$ cat src/rtl/serial_para.sv
// serial_para: serial-to-parallel frame assembler.
// Collects eight WIDTH-bit words from a serial stream into one frame. The first
// word of a frame lands on output_para_7 and the eighth on output_para_0.
// There are two frame stores: an assembly buffer and an output register.
// When the output register is still occupied at frame completion, the finished
// frame is held in the assembly buffer, and input is stalled until the consumer
// takes the current output.
module serial_para #(
  parameter int WIDTH = 18
) (
  input  logic             clock,
  input  logic             reset_n,
  input  logic             in_valid,
  output logic             in_ready,
  input  logic [WIDTH-1:0] input_serial,
  output logic [WIDTH-1:0] output_para_0,
  output logic [WIDTH-1:0] output_para_1,
  output logic [WIDTH-1:0] output_para_2,
  output logic [WIDTH-1:0] output_para_3,
  output logic [WIDTH-1:0] output_para_4,
  output logic [WIDTH-1:0] output_para_5,
  output logic [WIDTH-1:0] output_para_6,
  output logic [WIDTH-1:0] output_para_7,
  output logic             out_valid,
  input  logic             out_ready,
  output logic [2:0]       word_count
);

  typedef enum logic [0:0] {
    FILL  = 1'b0,
    STALL = 1'b1
  } state_t;

  state_t           state_r;
  logic [WIDTH-1:0] asm_buf_r  [8];
  logic [WIDTH-1:0] out_lane_r [8];
  logic [WIDTH-1:0] frame_s    [8];
  logic [2:0]       count_r;
  logic [2:0]       lane_idx_s;
  logic             in_ready_r;
  logic             out_valid_r;
  logic             accept_s;
  logic             last_word_s;
  logic             out_free_s;

  assign accept_s    = in_valid & in_ready_r;
  assign last_word_s = accept_s & (count_r == 3'd7);
  // The output register can take a new frame if it is empty or being drained now.
  assign out_free_s  = ~out_valid_r | out_ready;
  // Word n of a frame (0-based) belongs to lane 7-n.
  assign lane_idx_s  = 3'd7 - count_r;

  // Completed frame as seen on the 8th-word edge: lanes 7..1 are buffered, lane 0 is the live word.
  always_comb begin
    for (int i = 0; i < 8; i++) begin
      frame_s[i] = asm_buf_r[i];
    end
    frame_s[0] = input_serial;
  end

  // Control FSM with registered handshake outputs, frame buffer and output register.
  always_ff @(posedge clock) begin
    if (!reset_n) begin
      state_r     <= FILL;
      count_r     <= 3'd0;
      in_ready_r  <= 1'b1;
      out_valid_r <= 1'b0;
      for (int i = 0; i < 8; i++) begin
        asm_buf_r[i]  <= '0;
        out_lane_r[i] <= '0;
      end
    end else begin
      case (state_r)
        FILL: begin
          if (accept_s) begin
            asm_buf_r[lane_idx_s] <= input_serial;
            count_r               <= count_r + 3'd1;
          end
          if (last_word_s) begin
            if (out_free_s) begin
              out_lane_r  <= frame_s;
              out_valid_r <= 1'b1;
            end else begin
              // Output still owned by the consumer: park the frame in the buffer.
              state_r    <= STALL;
              in_ready_r <= 1'b0;
            end
          end else if (out_valid_r && out_ready) begin
            out_valid_r <= 1'b0;
          end
        end
        STALL: begin
          // out_valid is always 1 here; the parked frame replaces the drained one.
          if (out_ready) begin
            out_lane_r  <= asm_buf_r;
            out_valid_r <= 1'b1;
            state_r     <= FILL;
            in_ready_r  <= 1'b1;
          end
        end
        default: begin
          state_r     <= FILL;
          count_r     <= 3'd0;
          in_ready_r  <= 1'b1;
          out_valid_r <= 1'b0;
        end
      endcase
    end
  end

  assign in_ready      = in_ready_r;
  assign out_valid     = out_valid_r;
  assign word_count    = count_r;
  assign output_para_0 = out_lane_r[0];
  assign output_para_1 = out_lane_r[1];
  assign output_para_2 = out_lane_r[2];
  assign output_para_3 = out_lane_r[3];
  assign output_para_4 = out_lane_r[4];
  assign output_para_5 = out_lane_r[5];
  assign output_para_6 = out_lane_r[6];
  assign output_para_7 = out_lane_r[7];

endmodule

$ cat config.mk
export PLATFORM = sky130hd
export DESIGN_NAME = serial_para
export DESIGN_NICKNAME = d
export VERILOG_FILES = /design/src/rtl/serial_para.sv
export SDC_FILE = /design/constraint.sdc
export NUM_CORES = 1
export LEC_CHECK = 0
export ABC_AREA = 0
export BUFFER_PORTS_ARGS = -buffer_cell sky130_fd_sc_hd__clkbuf_2
export CAP_MARGIN = 20
export CORE_AREA = 10 10 138 172
export CTS_CLUSTER_SIZE = 10
export DETAILED_ROUTE_END_ITERATION = 7
export DIE_AREA = 0 0 148 182
export PLACE_DENSITY = 0.84
export SETUP_SLACK_MARGIN = 0.3
export SYNTH_ARGS = -nofsm -noshare
export SYNTH_HDL_FRONTEND = slang
export SYNTH_SLANG_ARGS = --single-unit
$ cat constraint.sdc
create_clock -name clock -period 4 [get_ports clock]
set_input_delay 0.4 -clock clock [delete_from_list [all_inputs] [get_ports clock]]
set_output_delay 0.4 -clock clock [all_outputs]
set_load 0.02 [all_outputs]
# Word level (Yosys, flattened, before mapping)
# Cells that the tools add are included.
word_totals:
  register_bits: 294
  in_bits: 22
  elab_cells: 62
  out_inout_bits: 149
classes:
  n_bitwise: 6
  n_reduce_logical: 6
  order_cmp: 2
  eq_ne: 7
  n_mux: 19
  add_sub_neg: 2
ops:
  columns: ["operator", "count"]
  rows:
  - ["$mux W144", 3]
  - ["$pmux W144 S2", 1]
  - ["$bwmux W144", 1]
  - ["$demux W18 S3", 1]
  - ["$mux W18", 1]
  - ["$mux W1", 9]
  - ["$reduce_and A3 Y1", 3]
  - ["$ne A2 B2 Y1 const B", 4]
  - ["$ne A3 B3 Y1 const B", 2]
  - ["$pmux W1 S2", 3]
  - ["$ge A4 B4 Y1 const B", 1]
  - ["$lt A4 B1 Y1 const B", 1]
  - ["$not A3 Y4", 1]
  - ["$add A3 B1 Y3 const B", 1]
  - ["$eq A3 B3 Y1 const B", 1]
  - ["$sub A3 B3 Y3 const A", 1]
  - ["$and A1 B1 Y1", 2]
  - ["$logic_and A1 B1 Y1", 2]
  - ["$not A1 Y1", 2]
  - ["$reduce_and A2 Y1", 1]
  - ["$or A1 B1 Y1", 1]

# Depth between registers and ports, before layout
depth:
  word_depth: 7
  ltp_mapped: 9
  depth_no_buf: 5

# Least setup slack after synthesis
# No wires, ideal clock.
synth_timing:
  kind: "register to register"
  from: "reg count_r[0] (netlist: word_count[0])"
  to: "reg out_valid_r (netlist: out_valid)"
  required_time_ns: 3.885
  setup_time_ns: 0.115
  path_slack_ns: 2.032
  synth_period_minus_slack_ns: 1.968
  n_path_buf: 4
  t_arrival_ns: 1.853
  path_stages_with_launch: 10
  cell_sequence: "dfxtp_1 ha_1 ha_1 a31o_1 buf_6 and2_1 buf_6 buf_6 buf_6 o21a_1"
synth_via:
  elab_chain_cells: 4
  word_cells_on_any_way: 7
  classes_between: "eq/ne (3); mux (2); bitwise (1); reduce/logical (1)"
synth_lines:
  columns: ["item", "line", "source"]
  rows:
  - ["from (decl)", "38", "logic [2:0] count_r;"]
  - ["from (signal assigned)", "77", "count_r <= count_r + 3'd1;"]
  - ["$eq A3 B3 Y1 (*)", "47", "assign last_word_s = accept_s & (count_r == 3'd7);"]
  - ["$and A1 B1 Y1 (*)", "47", null]
  - ["$ne A3 B3 Y1 (no line) or $mux W1 (tied branches)", null, null]
  - ["$reduce_and A3 Y1 (no line) or $pmux W1 S2 (tied branches)", null, null]
  - ["to (signal assigned)", "67", "out_valid_r <= 1'b0;"]
  - ["to (signal assigned)", "82", "out_valid_r <= 1'b1;"]
  - ["to (signal assigned)", "89", "out_valid_r <= 1'b0;"]
  - ["to (decl)", "41", "logic out_valid_r;"]
# Mark *: on every way between the ends. The rest lies on a longest branch, timed or not.
# A chain may end at the register's enable or synchronous reset.

# Worst setup path in the final report
layout_timing:
  from: "reg count_r[0] (netlist: word_count[0])"
  to: "reg out_lane_r (netlist bit output_para_2[7])"
layout_via:
  elab_chain_cells: 4
layout_lines:
  columns: ["item", "line", "source"]
  rows:
  - ["$eq A3 B3 Y1", "47", null]
  - ["$and A1 B1 Y1", "47", null]
  - ["$ne A2 B2 Y1 (no line)", null, null]
  - ["$reduce_and A3 Y1 (no line)", null, null]
  - ["to (signal assigned)", "81", "out_lane_r <= frame_s;"]
  - ["to (signal assigned)", "95", "out_lane_r <= asm_buf_r;"]
  - ["to (decl)", "36", "logic [WIDTH-1:0] out_lane_r [8];"]
# No other way between the ends.

==> results.json <==
{
  "leakagePower_nw": 4.96,
  "rows": 59,
  "n_fill_cell": 1671,
  "ys_seq_elements": 294,
  "cts-root-buf": "clkbuf_16",
  "io_buffers": 170,
  "cts.repair.resized": 0,
  "fin_cells": 1693,
  "boundaryPins": 171,
  "overflow": 0,
  "drc": 0,
  "holdPathStages": 2,
  "diodes": 0,
  "firstDrtPassIters": 5,
  "hpwl_mm": 20.1,
  "netlist_area_sq_um": 12000,
  "antenna_left": 0,
  "grt_pass1_wl_mm": 50.9,
  "synth_fp_nets": 1364,
  "end_kind": "flip-flop",
  "cts_buffers": 35,
  "synthCells": 1340,
  "yosysUniqueCellTypes": 30,
  "fin_ws_ns": 1.00,
  "cts_tree": "yes",
  "final_common_cell": "dfxtp_1",
  "synth_top_area_share_pct": 49.1,
  "clkSinkCount": 294,
  "synth_warnings": 0,
  "fp.dieArea_sq_um": 26900,
  "finalCriticalPeriod_ns": 3.00,
  "slowest_stage": "and2_4",
  "wl_per_cell_um": 19.1,
  "start_util_pct": 58.4,
  "drt_iter0_drc": 1214,
  "path_depth": 6,
  "rr_worst_depth": 6,
  "post_cts_buffers": 0,
  "grt_antenna_before_repair": 0,
  "htree_levels": 2,
  "die_h_um": 182,
  "clock_skew_ns": 0.0135,
  "dp.cells": 1652,
  "ys_seq_area_share_pct": 49.1,
  "max_stage_delay_ns": 0.80,
  "ir_worst_vdd_mv": 0.328,
  "clock_path_buffers": 3,
  "power_mw": 6.02,
  "first_global_vias": 9670,
  "final_util_pct": 66.8,
  "postCtsHoldBufs": 0,
  "rsz0062_at_grt": "false",
  "min_period_over_period_pct": 75.0,
  "drive_gt1_share_pct": 16.6,
  "via_per_inst": 5.91,
  "cap_violations": 0,
  "critPathMaxFanout": 41,
  "path_cells": "ha_1 > ha_1 > a31o_1 > and2_4 > buf_12 > mux2i_1",
  "die_x_um": 148,
  "tightest_slew_ns": 0.917,
  "slew_headroom_pct": 38.9,
  "dp_slack_ns": 1.08,
  "worstPathBufferInverterCount": 1,
  "cp_top_family": "simple AND/OR/NAND/NOR gates",
  "final_hold_viol_count": 0,
  "setup_viol": 0,
  "clkLatencyLatePin_ns": 0.50,
  "run_status": "finished clean",
  "synthTopCellsByArea": "dfxtp_1 49%, mux2i_1 12%, nand2_1 7.9%, a21boi_0 7.8%, nand3_1 6.8%",
  "yosys.area.top_type": "dfxtp_1",
  "mostFrequentLayoutCells": "294 x dfxtp_1, 252 x nand2_1, 169 x clkbuf_2, 164 x nand3_1, 146 x mux2i_1",
  "vias": 10000,
  "cp.arrival_ns": 3.41,
  "core-area_sq_um": 20500,
  "timing.fmax_mhz": 334,
  "crit_path_frequent_cell": "ha_1",
  "hp-class": "in2reg",
  "routed_wl_mm": 32.4,
  "crit_required_ns": 4.42,
  "avgSynthCellArea_sq_um": 8.95,
  "gp_congestion": 0.811,
  "critPathKind": "reg2reg",
  "start_kind": "flip-flop",
  "area_growth_syn_to_layout_pct": 14.2,
  "maxSlewViolCount": 0,
  "final.setup.tns_ns": 0,
  "powerDensity_nw_per_um2": 439,
  "nets": 1440,
  "track_usage_pct": 23.0,
  "grt_max_degree": 127,
  "path_clk_slew_ns": 0.06
}
## area by class of cell
class / count / area (sq um) / share of cell area (%)
clock buffer: 39 / 943 / 6.89
clock inverter: 1 / 5.00 / 0.0365
multi-input combinational: 896 / 5450 / 39.8
sequential: 294 / 5890 / 43.0
tap: 274 / 343 / 2.50
timing repair buffer: 189 / 1070 / 7.84
## final timing paths
| check | startpoint | to | slack, ns |
|---|---|---|---|
| worst max-delay path | word_count[0] | output_para_2[7] | 1.00 |
| worst max register to register | word_count[0] | output_para_2[7] | 1.00 |
| worst min-delay path | out_ready | state_r | 0.17 |
| worst min register to register | asm_buf_r[75] | output_para_3[3] | 0.45 |
## stage by stage
stage	hold slack, ns	cell area [sq um]
after detailed placement	0.447	12700
after CTS	0.159	13700
after global placement	0.439	12700
after global routing	0.180	13700
after floorplan	0.435	12000
final	0.170	13700
## synth_stat cells
cell	n
nor3b_1	2
nor3_1	1
o21ai_0	145
o21bai_2	1
and3b_1	3
dfxtp_1	294
nand3b_1	4
or3b_1	1
mux2i_1	146
buf_1	3
o21a_1	1
nand3_1	164
xnor2_1	1
nor2b_1	3
and2_1	2
a21oi_1	1
buf_2	15
or3b_2	1
clkbuf_1	116
a21boi_0	124
a21boi_1	20
a31o_1	1
buf_6	8
o211a_1	18
nor3b_2	1
buf_4	8
ha_1	2
and3_1	1
nand2_1	252
a41oi_1	1
## layer usage
layer | GRT usage (%) | wire, um | share of wire [%]
met5 | 0 | 0 | 0
met1 | 27.4 | 12700 | 39
met4 | 13.1 | 1710 | 5.3
met3 | 5.10 | 2290 | 7.1
met2 | 37.4 | 15700 | 49
## where the power goes
part	total, mW	internal (mW)	switching (mW)	leakage (nW)
Clock	2.74	1.64	1.10	0.468
Combinational	0.294	0.0776	0.216	2.12
Sequential	2.98	2.96	0.0201	2.37
Total	6.02	4.68	1.33	4.96
## kinds of logic (layout without fill, tap and decap cells)
| family | count (synthesis) | after routing | share of synthesized area, % |
|---|---|---|---|
| AND/OR/NAND/NOR | 435 | 435 | 15.9 |
| flip-flops | 294 | 294 | 49.1 |
| XOR/XNOR | 1 | 1 | 0.0731 |
| AO/OA/AOI/OAI | 312 | 312 | 16.9 |
| multiplexers | 146 | 146 | 12.2 |
| adder cells (fa/ha/maj) | 2 | 2 | 0.209 |
| buffers and inverters | 150 | 229 | 5.60 |
## sequential cells by signal, indices dropped and copies added (netlist names), 3 cells and up
register       flops
output_para_2     18
word_count         3
asm_buf_r        144
output_para_4     18
output_para_7     18
output_para_0     18
output_para_6     18
output_para_5     18
output_para_1     18
output_para_3     18
(Power assumes the default switching activity.)
